===== src/rtl/memcheck_pkg.sv =====
// memcheck_pkg: shared widths, compare packet, FSM states and pattern/byteenable helpers
package memcheck_pkg;
   localparam int AMM_DATA_W    = 128;
   localparam int AMM_ADDR_W    = 12;
   localparam int AMM_BURST_W   = 11;
   localparam int BYTE_PER_WORD = AMM_DATA_W / 8;
   localparam int BYTE_ADDR_W   = $clog2(BYTE_PER_WORD);
   localparam int ADDR_W        = AMM_ADDR_W - BYTE_ADDR_W;

   typedef struct packed {
      logic [ADDR_W-1:0]      word_address;
      logic [AMM_BURST_W-1:0] word_burstcount;
      logic [BYTE_ADDR_W-1:0] start_offset;
      logic [BYTE_ADDR_W-1:0] end_offset;
      logic [7:0]             data_ptrn;
      logic                   data_rnd;
   } compare_pkt_struct;

   typedef enum logic [1:0] {IDLE, WRITE, READ} tx_state_e;

   // One step of the byte pattern sequence; compare_block must use the same function.
   function automatic logic [7:0] lfsr_step(input logic [7:0] p);
      return {p[6:0], p[6] ^ p[1] ^ p[0]};
   endfunction

   // Byte lanes from start_offset upward on the first beat, up to end_offset on the last.
   function automatic logic [BYTE_PER_WORD-1:0] be_mask(input logic first, input logic last,
                                                        input logic [BYTE_ADDR_W-1:0] so,
                                                        input logic [BYTE_ADDR_W-1:0] eo);
      logic [BYTE_PER_WORD-1:0] m;
      m = '0;
      for (int i = 0; i < BYTE_PER_WORD; i++)
         m[i] = (!first || BYTE_ADDR_W'(i) >= so) && (!last || BYTE_ADDR_W'(i) <= eo);
      return m;
   endfunction
endpackage


===== src/rtl/amm_data_gen.sv =====
// amm_data_gen: write pattern register and per-beat byteenable register
//   load_i      capture pattern/rnd/offsets, present first-beat byteenable
//   adv_i       write beat accepted: step pattern (if rnd), present next-beat byteenable
//   last_i      the beat being presented next is the last of the burst
//   writedata_o pattern byte replicated; byteenable_o registered lane mask
module amm_data_gen
   import memcheck_pkg::*;
(
   input  logic                     clk_i,
   input  logic                     rst_n_i,
   input  logic                     load_i,
   input  logic                     adv_i,
   input  logic                     last_i,
   input  logic [7:0]               ptrn_i,
   input  logic                     rnd_i,
   input  logic [BYTE_ADDR_W-1:0]   so_i,
   input  logic [BYTE_ADDR_W-1:0]   eo_i,
   output logic [AMM_DATA_W-1:0]    writedata_o,
   output logic [BYTE_PER_WORD-1:0] byteenable_o
);
   logic [7:0]             ptrn_q;
   logic                   rnd_q;
   logic [BYTE_ADDR_W-1:0] so_q;
   logic [BYTE_ADDR_W-1:0] eo_q;

   always_ff @(posedge clk_i or negedge rst_n_i) begin
      if (!rst_n_i) begin
         ptrn_q       <= '0;
         rnd_q        <= 1'b0;
         so_q         <= '0;
         eo_q         <= '0;
         byteenable_o <= '0;
      end else if (load_i) begin
         ptrn_q       <= ptrn_i;
         rnd_q        <= rnd_i;
         so_q         <= so_i;
         eo_q         <= eo_i;
         byteenable_o <= be_mask(1'b1, last_i, so_i, eo_i);
      end else if (adv_i) begin
         ptrn_q       <= rnd_q ? lfsr_step(ptrn_q) : ptrn_q;
         byteenable_o <= be_mask(1'b0, last_i, so_q, eo_q);
      end
   end

   assign writedata_o = {BYTE_PER_WORD{ptrn_q}};
endmodule


===== src/rtl/amm_transmit_block.sv =====
// amm_transmit_block: Avalon-MM master issuing write/read bursts for the memory checker
//   cmd_valid_i/cmd_ready_o/cmd_write_i/cmd_pkt_i  one command at a time, accepted in IDLE
//   address_o/burstcount_o/write_o/read_o/writedata_o/byteenable_o/waitrequest_i  Avalon-MM
//   cmp_pkt_en_o/cmp_pkt_struct_o  compare packet strobe on read accept
//   busy_o  transaction in progress
module amm_transmit_block
   import memcheck_pkg::*;
#(
   parameter int AMM_DATA_W    = memcheck_pkg::AMM_DATA_W,
   parameter int AMM_ADDR_W    = memcheck_pkg::AMM_ADDR_W,
   parameter int AMM_BURST_W   = memcheck_pkg::AMM_BURST_W,
   parameter int BYTE_PER_WORD = AMM_DATA_W / 8,
   parameter int BYTE_ADDR_W   = $clog2(BYTE_PER_WORD),
   parameter int ADDR_W        = AMM_ADDR_W - BYTE_ADDR_W
)(
   input  logic                     clk_i,
   input  logic                     rst_n_i,
   input  logic                     cmd_valid_i,
   output logic                     cmd_ready_o,
   input  logic                     cmd_write_i,
   input  compare_pkt_struct        cmd_pkt_i,
   output logic [AMM_ADDR_W-1:0]    address_o,
   output logic [AMM_BURST_W-1:0]   burstcount_o,
   output logic                     write_o,
   output logic                     read_o,
   output logic [AMM_DATA_W-1:0]    writedata_o,
   output logic [BYTE_PER_WORD-1:0] byteenable_o,
   input  logic                     waitrequest_i,
   output logic                     cmp_pkt_en_o,
   output compare_pkt_struct        cmp_pkt_struct_o,
   output logic                     busy_o
);
   tx_state_e              state;
   logic [AMM_BURST_W-1:0] cnt;
   logic                   start;
   logic                   load;
   logic                   adv;
   logic                   last_next;

   assign cmd_ready_o  = state == IDLE;
   assign busy_o       = !cmd_ready_o;
   // Zero-length commands are accepted but never start a transaction.
   assign start        = cmd_ready_o && cmd_valid_i && cmd_pkt_i.word_burstcount != '0;
   assign load         = start && cmd_write_i;
   assign adv          = write_o && !waitrequest_i;
   assign last_next    = load ? cmd_pkt_i.word_burstcount == AMM_BURST_W'(1) : cnt == AMM_BURST_W'(2);
   // The strobe must mark the exact accept cycle, so it follows waitrequest_i directly.
   assign cmp_pkt_en_o = read_o && !waitrequest_i;

   always_ff @(posedge clk_i or negedge rst_n_i) begin
      if (!rst_n_i) begin
         state            <= IDLE;
         cnt              <= '0;
         address_o        <= '0;
         burstcount_o     <= '0;
         write_o          <= 1'b0;
         read_o           <= 1'b0;
         cmp_pkt_struct_o <= '0;
      end else begin
         case (state)
            IDLE: if (start) begin
               address_o    <= {cmd_pkt_i.word_address[ADDR_W-1:0], {BYTE_ADDR_W{1'b0}}};
               burstcount_o <= cmd_pkt_i.word_burstcount;
               cnt          <= cmd_pkt_i.word_burstcount;
               if (cmd_write_i) begin
                  write_o <= 1'b1;
                  state   <= WRITE;
               end else begin
                  read_o           <= 1'b1;
                  cmp_pkt_struct_o <= cmd_pkt_i;
                  state            <= READ;
               end
            end
            WRITE: if (!waitrequest_i) begin
               cnt <= cnt - 1'b1;
               if (cnt == AMM_BURST_W'(1)) begin
                  write_o <= 1'b0;
                  state   <= IDLE;
               end
            end
            READ: if (!waitrequest_i) begin
               read_o <= 1'b0;
               state  <= IDLE;
            end
            default: state <= IDLE;
         endcase
      end
   end

   amm_data_gen u_data_gen (
      .clk_i        (clk_i),
      .rst_n_i      (rst_n_i),
      .load_i       (load),
      .adv_i        (adv),
      .last_i       (last_next),
      .ptrn_i       (cmd_pkt_i.data_ptrn),
      .rnd_i        (cmd_pkt_i.data_rnd),
      .so_i         (cmd_pkt_i.start_offset),
      .eo_i         (cmd_pkt_i.end_offset),
      .writedata_o  (writedata_o),
      .byteenable_o (byteenable_o)
   );
endmodule


===== config.mk =====
export PLATFORM = sky130hd
export DESIGN_NAME = amm_transmit_block
export DESIGN_NICKNAME = d
export VERILOG_FILES = /design/src/rtl/memcheck_pkg.sv /design/src/rtl/amm_data_gen.sv /design/src/rtl/amm_transmit_block.sv
export SDC_FILE = /design/constraint.sdc
export NUM_CORES = 1
export LEC_CHECK = 0
export ABC_AREA = 1
export BUFFER_PORTS_ARGS = -buffer_cell sky130_fd_sc_hd__buf_2
export CAP_MARGIN = 25
export CORE_UTILIZATION = 30
export CTS_CLUSTER_SIZE = 10
export DETAILED_ROUTE_END_ITERATION = 8
export HOLD_SLACK_MARGIN = 0.06
export SLEW_MARGIN = 30
export SYNTH_ARGS = -nofsm -noshare
export SYNTH_HDL_FRONTEND = slang
export SYNTH_HIERARCHICAL = 1
export SYNTH_SLANG_ARGS = --single-unit
export TNS_END_PERCENT = 30

===== constraint.sdc =====
create_clock -name clk_i -period 5.4 [get_ports clk_i]
set_input_delay 1.62 -clock clk_i [delete_from_list [all_inputs] [get_ports clk_i]]
set_output_delay 1.62 -clock clk_i [all_outputs]
set_load 0.01 [all_outputs]

==> flow_summary.ini <==
[outcome]
status = finished, final reports clean

[global_routing]
grt_max_degree = 58
grt_overflow = 0
grt.total_usage_pct = 16.0
grt_pass1_vias = 4476
grt_pass1_wl_um = 24300
antenna_found_initial = 0

[sta]
finalWorstSetupSlack_ps = 1620
rsz0062_at_grt = false
setup_tns_ps = 0
max_freq_mhz = 265
period_needed_ps = 3780
setup_viol = 0
fin_skew_ps = 9.10
final-hold-violation-count = 0
relSlewSlack_pct = 52.2
worstMarginPinSlew_ps = 717
fin_crit_sh_pct = 69.9
slew_violations = 0

[layout]
area_growth_pct = 13.5
fin_nets = 904
post-route-cell-area_um2 = 6620
fillers = 2043
final_core_util_pct = 35.1
drive_above_1_share_pct = 34.3
antenna_cells = 0

[routing]
drt_pass1_iterations = 7
drcViolationCount = 0
finalWirelength_um = 15700
drtAntennaViolNets = 0
via_per_inst = 4.35
drtIter0Drc = 307
vias = 4896
wire_per_inst_um = 14.0

[clock_tree]
cts_buffer_depth = 2
cts_buffers = 9
clockRootBuffer = clkbuf_16
cts_max_level = 3
hold_buffers = 0
cts_tree = built
cts_resized = 0
clkLatencyLatePin_ps = 350
clk_pin_slew_ps = 70
clock-sinks = 99
cts_setup_buffers = 0

[synthesis]
yosysTopAreaCellShare_pct = 42.4
synth_edf_count = 0
netlist_area_um2 = 5840
synthTopCellsByCount = nand2_1 (193), buf_4 (129), dfrtp_1 (99)
synth.most_common_cell = nand2_1
seq_area_frac_synth_pct = 42.4
synthTopCellsByArea = dfrtp_1 (42%), buf_4 (17%), nand2_1 (12%)
postSynthCellCount = 745
synth_seq_cells = 99
avgSynthCellArea_um2 = 7.83
synth_ff_type = dfrtp_1
synth_top_area_cell = dfrtp_1
async_flop_share_pct = 100
yosys_warnings = 6
synth_cell_types = 33

[die]
fp-row-count = 50
coreArea_um2 = 18900
fp.dieH_um = 141
start_util_pct = 30.9
die_area_um2 = 20000
die_w_um = 141
ios = 249

[worst_setup_path]
crit_family = simple AND/OR/NAND/NOR gates
path_cells = buf_2 > inv_1 > nand2_1 > nor2_2 > nand2_1 > nand2_4 > nor2_2 > buf_4 > inv_2 > nand2_2 > nand2_1 > o21ai_0 > o21ai_1
worstPathRequired_ps = 5680
critPathKind = input pin to register
cp_slowest_cell = inv_2
cp-end-kind = register
cp_slowest_stage_delay_ps = 340
cp_num_buf_inv = 4
cp.arrival_ps = 4060
critPathLaunchType = input pin
cp_common_cell = nand2_1
path_max_fanout = 41

[hold_path]
hp-class = register to register

[place]
dp_slack_ps = 1230
port_buffers = 244
hpwl_um = 11800
place_congestion = 0.894
dpl_cell_area_um2 = 6330

[power_and_ir_drop]
ir_worst_vdd_mv = 0.156
p_total_uw = 3690
power_per_cell_area_nw_per_um2 = 557
leakagePower_uw = 0.00364

[run]
cap_violations = 0
[worst min-delay path, stage by stage, from the launching register on]
cell,delay (ps)
dfrtp_1,340
nand2_1,50
nand2_1,50
[area by class of cell]
type | count | area (µm²) | share of cell area, %
clock buffers | 9 | 225 | 3.40
clock inverters | 7 | 63.8 | 0.963
inverters | 65 | 249 | 3.76
multi-input cells | 436 | 2020 | 30.5
flip-flops and latches | 99 | 2480 | 37.4
well taps | 260 | 325 | 4.91
repair buffers | 249 | 1260 | 19.0
[state kept, by name (all words and copies together) (netlist names)]
register,cells
u_data_gen/eo_q,4
burstcount_o,11
cnt,11
write_o,1
address_o,8
state,2
u_data_gen/byteenable_o,16
u_data_gen/ptrn_q,8
u_data_gen/rnd_q,1
read_o,1
cmp_pkt_struct_o,36
[logic make-up after synthesis]
| logic type | count (synthesis) | synth area share (%) |
|---|---|---|
| other | 1 | 0.0642 |
| adders and majority gates | 3 | 0.643 |
| buffers and inverters | 213 | 23.1 |
| and+or+nand+nor | 323 | 23.3 |
| DFF | 99 | 42.4 |
| xor gates and xnor gates | 2 | 0.300 |
| AOI/OAI and AO/OA | 104 | 10.1 |
[final timing paths]
path,startpoint,to,slack (ps),depth (start not counted)
worst min register to register,cmp_pkt_struct_o[3],cmp_pkt_struct_o[3],470,2
worst max-delay path,cmd_pkt_i[27],u_data_gen/byteenable_o[9],1620,13
min in group asynchronous,rst_n_i,cnt[6],1180,1
worst min-delay path,cmp_pkt_struct_o[3],cmp_pkt_struct_o[3],470,2
max in group asynchronous,rst_n_i,cmp_pkt_struct_o[7],3330,2
worst max register to register,state[1],u_data_gen/byteenable_o[1],2700,11
[report_power, final]
part	internal (µW)	switching [µW]	leakage (µW)
clock	320	311	0.000139
combinational	703	1040	0.00229
sequential	1030	285	0.00121
total	2050	1630	0.00364
[metal layers]
layer  part of all wire, %  vias up  track usage [%]
li1                      -     2457                -
met1                    45     2238             20.5
met2                    47      182             26.2
met3                   5.7       19             3.61
met4                   1.5        0             6.11
met5                     0        -                0
[cell usage in the layout (no fill, tap or decap), types with 6 or more instances in the layout]
cell type  instances
buf_2            243
nand2_1          193
o211ai_1           7
dfrtp_1           99
clkbuf_16          9
o21ai_2           11
a21oi_1           13
o21ai_1           13
nand3_1           49
buf_4              6
inv_1             59
nor2_1            60
o21ai_0           54
[stage by stage]
stage	instances	hold slack [ps]
6_report	1125	468
3_5_place_dp	1109	454
4_1_cts	1125	471
2_1_floorplan	748	466
3_3_place_gp	1109	454
5_1_grt	1125	491
No activity file was read; power rests on OpenSTA's default activity.
